File: config.mk
export PLATFORM = sky130hd
export DESIGN_NAME = mult_wallace_pipe
export DESIGN_NICKNAME = d
export VERILOG_FILES = /design/src/rtl/mult_wallace_pipe.sv
export SDC_FILE = /design/constraint.sdc
export NUM_CORES = 1
export LEC_CHECK = 0
export CORE_ASPECT_RATIO = 1.25
export CORE_MARGIN = 2
export CORE_UTILIZATION = 52
export DETAILED_ROUTE_END_ITERATION = 8
export GPL_ROUTABILITY_DRIVEN = 1
export PLACE_DENSITY_LB_ADDON = 0.08
export SLEW_MARGIN = 15
export SYNTH_ARGS = -nofsm -noshare
export SYNTH_HDL_FRONTEND = slang
export SYNTH_SLANG_ARGS = --single-unit
File: constraint.sdc
create_clock -name clk -period 2.97 [get_ports clk]
set_input_delay 0.297 -clock clk [delete_from_list [all_inputs] [get_ports clk]]
set_output_delay 0.297 -clock clk [all_outputs]
set_load 0.01 [all_outputs]
File: src/rtl/mult_wallace_pipe.sv
// mult_wallace_pipe
//   Pipelined Wallace-tree multiplier with a valid/ready handshake. Each
//   transaction selects unsigned or two's-complement (Baugh-Wooley) operands.
//   Partial-product rows are reduced by levels of 3:2 carry-save adders
//   until two rows remain. The two rows are then summed by a carry-propagate
//   adder in the final stage. The tree levels are spread as evenly as
//   possible across STAGES register stages, and the last of those stages is
//   the output register.
//
// Parameters
//   WIDTH  : operand width, 2..16
//   STAGES : register stages from input to output, 1..4
//
// Ports
//   clk, rst             : clock, synchronous active-high reset
//   in_valid / in_ready  : operand handshake (in_ready = pipeline advance)
//   in_signed            : 1 = both operands two's complement
//   operand_a, operand_b : multiplicand and multiplier
//   out_valid / out_ready: result handshake
//   result               : 2*WIDTH-bit product
//   result_a, result_b   : registered carry-save rows feeding the final adder
//                          (present only with MULT_WALLACE_PIPE_CSA_OUT_EN)
module mult_wallace_pipe #(
  parameter int WIDTH  = 4,
  parameter int STAGES = 2
) (
  input  logic                 clk,
  input  logic                 rst,
  input  logic                 in_valid,
  output logic                 in_ready,
  input  logic                 in_signed,
  input  logic [WIDTH-1:0]     operand_a,
  input  logic [WIDTH-1:0]     operand_b,
  output logic                 out_valid,
  input  logic                 out_ready,
  output logic [2*WIDTH-1:0]   result
`ifdef MULT_WALLACE_PIPE_CSA_OUT_EN
  ,
  output logic [2*WIDTH-1:0]   result_a,
  output logic [2*WIDTH-1:0]   result_b
`endif
);

  localparam int P  = 2 * WIDTH;
  // WIDTH partial-product rows plus one row for the Baugh-Wooley constants.
  localparam int R0 = WIDTH + 1;

  typedef logic [R0-1:0][P-1:0] rows_t;

  // Number of rows entering reduction level lvl.
  function automatic int rows_after(input int lvl);
    int n;
    n = R0;
    for (int k = 0; k < lvl; k++) n = 2 * (n / 3) + n % 3;
    return n;
  endfunction

  function automatic int num_levels();
    int n;
    int c;
    n = R0;
    c = 0;
    for (int k = 0; k < 16; k++) begin
      if (n > 2) begin
        n = 2 * (n / 3) + n % 3;
        c++;
      end
    end
    return c;
  endfunction

  localparam int L = num_levels();

  function automatic rows_t pp_rows(input logic [WIDTH-1:0] a,
                                    input logic [WIDTH-1:0] b,
                                    input logic             sgn);
    rows_t r;
    logic  bit_v;
    r = '0;
    for (int j = 0; j < WIDTH; j++) begin
      for (int i = 0; i < WIDTH; i++) begin
        bit_v = a[i] & b[j];
        // Baugh-Wooley: invert products that pair exactly one sign bit.
        if (sgn && ((i == WIDTH-1) != (j == WIDTH-1))) bit_v = ~bit_v;
        r[j][i+j] = bit_v;
      end
    end
    if (sgn) begin
      r[WIDTH][WIDTH] = 1'b1;
      r[WIDTH][P-1]   = 1'b1;
    end
    return r;
  endfunction

  // One Wallace level: each group of three rows becomes a sum row and a
  // shifted carry row; up to two leftover rows pass straight through.
  // Carries out of bit P-1 are dropped (arithmetic is modulo 2^P).
  function automatic rows_t csa_level(input rows_t r, input int n);
    rows_t o;
    int    g;
    o = '0;
    g = n / 3;
    for (int i = 0; i < R0 / 3; i++) begin
      if (i < g) begin
        o[2*i]   = r[3*i] ^ r[3*i+1] ^ r[3*i+2];
        o[2*i+1] = ((r[3*i] & r[3*i+1]) | (r[3*i] & r[3*i+2]) |
                    (r[3*i+1] & r[3*i+2])) << 1;
      end
    end
    for (int k = 0; k < 2; k++) begin
      if (3*g + k < n) o[2*g+k] = r[3*g+k];
    end
    return o;
  endfunction

  function automatic logic [P-1:0] cpa(input rows_t r);
    return r[0] + r[1];
  endfunction

  logic         adv;
  rows_t        stage_in [STAGES];
  logic         vld_in   [STAGES+1];
  logic [P-1:0] result_p;

  assign adv       = out_ready | ~out_valid;
  assign in_ready  = adv;
  assign stage_in[0] = pp_rows(operand_a, operand_b, in_signed);
  assign vld_in[0]   = in_valid & in_ready;
  assign out_valid   = vld_in[STAGES];
  assign result      = result_p;

`ifdef MULT_WALLACE_PIPE_CSA_OUT_EN
  logic [P-1:0] csa_a_p;
  logic [P-1:0] csa_b_p;
  assign result_a = csa_a_p;
  assign result_b = csa_b_p;
`endif

  for (genvar s = 0; s < STAGES; s++) begin : g_stage
    localparam int LO = s * L / STAGES;
    localparam int HI = (s + 1) * L / STAGES;

    rows_t seg;
    logic  vld_p;

    always_comb begin
      seg = stage_in[s];
      for (int l = LO; l < HI; l++) seg = csa_level(seg, rows_after(l));
    end

    always_ff @(posedge clk) begin
      if (rst)      vld_p <= 1'b0;
      else if (adv) vld_p <= vld_in[s];
    end
    assign vld_in[s+1] = vld_p;

    if (s < STAGES - 1) begin : g_mid
      // ---- stage boundary: carry-save rows registered between tree levels
      rows_t rows_p;
      always_ff @(posedge clk) begin
        if (adv && vld_in[s]) rows_p <= seg;
      end
      assign stage_in[s+1] = rows_p;
    end else begin : g_last
      // ---- output stage: final carry-propagate add registered as result
      always_ff @(posedge clk) begin
        if (rst) begin
          result_p <= '0;
`ifdef MULT_WALLACE_PIPE_CSA_OUT_EN
          csa_a_p  <= '0;
          csa_b_p  <= '0;
`endif
        end else if (adv && vld_in[s]) begin
          result_p <= cpa(seg);
`ifdef MULT_WALLACE_PIPE_CSA_OUT_EN
          csa_a_p  <= seg[0];
          csa_b_p  <= seg[1];
`endif
        end
      end
    end
  end

endmodule
==> results <==
- The number of placed instances with taps included is 168.
- At the pin with the least slew margin, the transition time is 0.520 ns.
- The most common cell after layout, fill and taps aside is sky130_fd_sc_hd__clkdlybuf4s50_1.
- With fillers left out, the area of the finished cells amounts to 1600 sq um.
- The count of routing violations after the opening detailed-route iteration is 11.
- The initial antenna violation count is 0.
- Using the TritonRoute via totals, the vias-per-cell ratio works out to 5.06.
- The fraction of final layout cells with drive strength greater than 1 is 6.47%.
- The number of sinks handled by clock tree synthesis is 25.
- The maximum fanout count along the critical path is 2.
- The kind of end point of the critical path is a flip-flop.
- The achievable clock frequency is 407 MHz.
- The layout net count is 169.
- The wire-length estimate of the detail-placed layout is 1.67 mm.
- The growth of design area from synthesis to finish is 17.3%.
- For this design the ratio of total power to cell area is 473 nW/um^2.
- The post-route minimum period is 2.46 ns.
- The count of nets left with antenna violations once routing finished came out at 0.
- The buffer levels on the longest clock path is 2.
- STA puts the critical path data arrival time at 2.69 ns.
- The leakage power total is 0.646 nW.
- The via count of the routed design is 870.
- The sequential-to-total area share from yosys stat is 47.8%.
- In the final routed layout, each cell accounts on average for 11.6 microns.
- The total global-route track usage is 15.7%.
- The largest total area in the synthesized netlist belongs to sky130_fd_sc_hd__edfxtp_1.
- The worst hold slack after final layout is 0.485 ns.
- The cell count after synthesis is 118.
- During synthesis, Yosys emitted a total of 0 warnings.
- Once layout is complete, the utilization of the core stands at 65.1%.
- The top cell type by area accounts for 33.1% of the synthesized area.
- The vertical die dimension is 61.2 microns.
- The top cell types in the final layout, fill and taps aside, are 22 x sky130_fd_sc_hd__clkdlybuf4s50_1, 15 x sky130_fd_sc_hd__edfxtp_1, 14 x sky130_fd_sc_hd__inv_1.
- The first global-routing pass estimated 3.51 mm of wire.
- The H-tree level count is 1.
- Once the clock tree was built, the setup fixing pass inserted 0 buffers.
- The flow ran to the end, and the final reports show no timing, DRC or antenna violations.
- For the final database, setup skew stands at 0.00629 ns.
- The smallest setup slack after layout is 0.512 ns.
- The number of library cell types mapped by synthesis is 25.
- The worst hold path class is reg2reg.
- The count of final max-slew check failures is 0.
- The count of endpoints failing hold in the final timing report is 0.
- The average cell area after synthesis is 11.5 sq um.
- The port buffer count is 22.
- The worst-case vdd ir drop is 0.000351 V.
- The clock tree from TritonCTS is yes.
- Excluding fillers, the count of instances in the completed layout stands at 172.
- After floorplanning, the core was divided into 20 placement rows.
- The total overflow left after global routing is 0.
- The start-to-end type of the worst setup path is reg2reg.
- The antenna cell count is 0.
- The I/O pin total is 23.
- The required time of the critical path is 3.21 ns.
- The first detailed-routing pass ran for 4 iterations.
- By area the synthesized netlist is led by sky130_fd_sc_hd__edfxtp_1 33%, sky130_fd_sc_hd__dfxtp_1 15%, sky130_fd_sc_hd__fa_1 10%.
- In the routed design, unresolved DRC markers number 0.
- The TritonCTS buffer count is 3.
- The clock transition at the registers of the reported paths is 0.13 ns.
- The sum of negative setup slack is 0 ns.
- For this design, the CTS-stage hold fixing added 0 buffers.
- The clock root buffer master is sky130_fd_sc_hd__clkbuf_4.
- After detailed routing, the total wire length is 1.99 mm.
- The startpoint type of the worst setup path is a flip-flop.
- At the later pin of the worst-skew pair, clock insertion delay measures 0.31 ns.
- Setup repair after global routing left no endpoint under its margin.
- The placeable core area is 2450 sq um.
- The cell area that synthesis handed to floorplanning was 1360 sq um.
- For this configuration, the core starts out at a cell density of 55.5%.
- The post-CTS resize count is 0.
- The setup slack after placement is 0.532 ns.
- The flip-flop and latch count after synthesis is 25.
- Counting the fill cells in the layout gives 227.
- Overall power consumption after layout is estimated at 0.755 mW.
- Setup violations remaining at the end of the flow were counted as 0.
- At the end of routability-driven placement, the weighted congestion stood at 0.773.
- The floorplan step defined a die boundary enclosing 3040 sq um.
- Dividing the final minimum period by the clock period gives 82.8%.
- The pin count of the biggest net entering global routing is 16.
- The number of nets in the synthesized netlist is 147.
- Max-cap violations in this run came to 0.
- The width of the die is 49.7 microns.
- The worst slew slack as a fraction of its limit is 65.3%.
- The via count of the first global-routing pass is 882.
- After detailed placement, the total cell area comes to 1570 sq um.
-- layout make-up --
class	count	area, sq um	share of cell area, %
sequential	25	651	40.8
multi-input combinational	72	591	37.0
timing repair buffer	22	220	13.8
inverter	16	65.1	4.08
tap	33	41.3	2.59
clock buffer	3	22.5	1.41
clock inverter	1	5.00	0.314
-- kinds of logic (layout without fill, tap and decap cells) --
logic type                 after synthesis  after routing  synth area share, %
AOI/OAI and AO/OA                       20             20                 8.65
adders and majority gates               16             16                 18.6
and+or+nand+nor                         28             28                 11.0
buffers and inverters                   21             42                 8.74
xor gates and xnor gates                 8              8                 5.15
DFF                                     25             25                 47.8
-- cells in the mapped netlist, drive strengths merged --
master / n
nand2: 8
edfxtp: 15
ha: 9
clkbuf: 1
inv: 16
a21oi: 11
a311oi: 1
nand3: 8
xnor2: 7
dfxtp: 10
a211oi: 1
o21ai: 6
fa: 7
xor2: 1
a21o: 1
nor2b: 1
buf: 4
nor2: 1
and2: 10
-- worst paths after layout --
path / start / to / slack (ns) / cells after the start
worst max-delay path: g_stage[0].g_mid.rows_p[20] / result[6] / 0.51 / 8
worst min-delay path: result[5] / result[5] / 0.49 / 2
worst max register to register: g_stage[0].g_mid.rows_p[20] / result[6] / 0.51 / 8
worst min register to register: result[5] / result[5] / 0.49 / 2
-- worst max-delay path: stages (launching register included) --
cell                       delay [ns]
sky130_fd_sc_hd__edfxtp_1        0.40
sky130_fd_sc_hd__inv_1           0.08
sky130_fd_sc_hd__fa_1            0.43
sky130_fd_sc_hd__fa_1            0.51
sky130_fd_sc_hd__inv_1           0.04
sky130_fd_sc_hd__ha_1            0.19
sky130_fd_sc_hd__fa_1            0.38
sky130_fd_sc_hd__xnor2_1         0.14
sky130_fd_sc_hd__a211oi_2        0.21
-- registers in the layout (all words and copies together) (netlist names) --
| name | flops |
|---|---|
| g_stage.g_mid.rows_p | 15 |
| result | 8 |
| g_stage.vld_p | 1 |
| out_valid | 1 |
-- power by group --
| part | total (mW) | internal [mW] | leakage (nW) | switching, mW |
|---|---|---|---|---|
| registers | 0.415 | 0.401 | 0.231 | 0.0132 |
| logic | 0.196 | 0.0992 | 0.397 | 0.0972 |
| clock network | 0.144 | 0.0503 | 0.0177 | 0.0939 |
-- routing by layer --
metal	GRT usage, %	up-vias	part of all wire, %
met5	0	-	0
met1	13.9	401	36
met4	10.7	0	2.9
li1	-	434	-
met2	32.4	29	56
met3	2.43	6	4.9
Note: power is estimated with default switching activity, not from simulation.
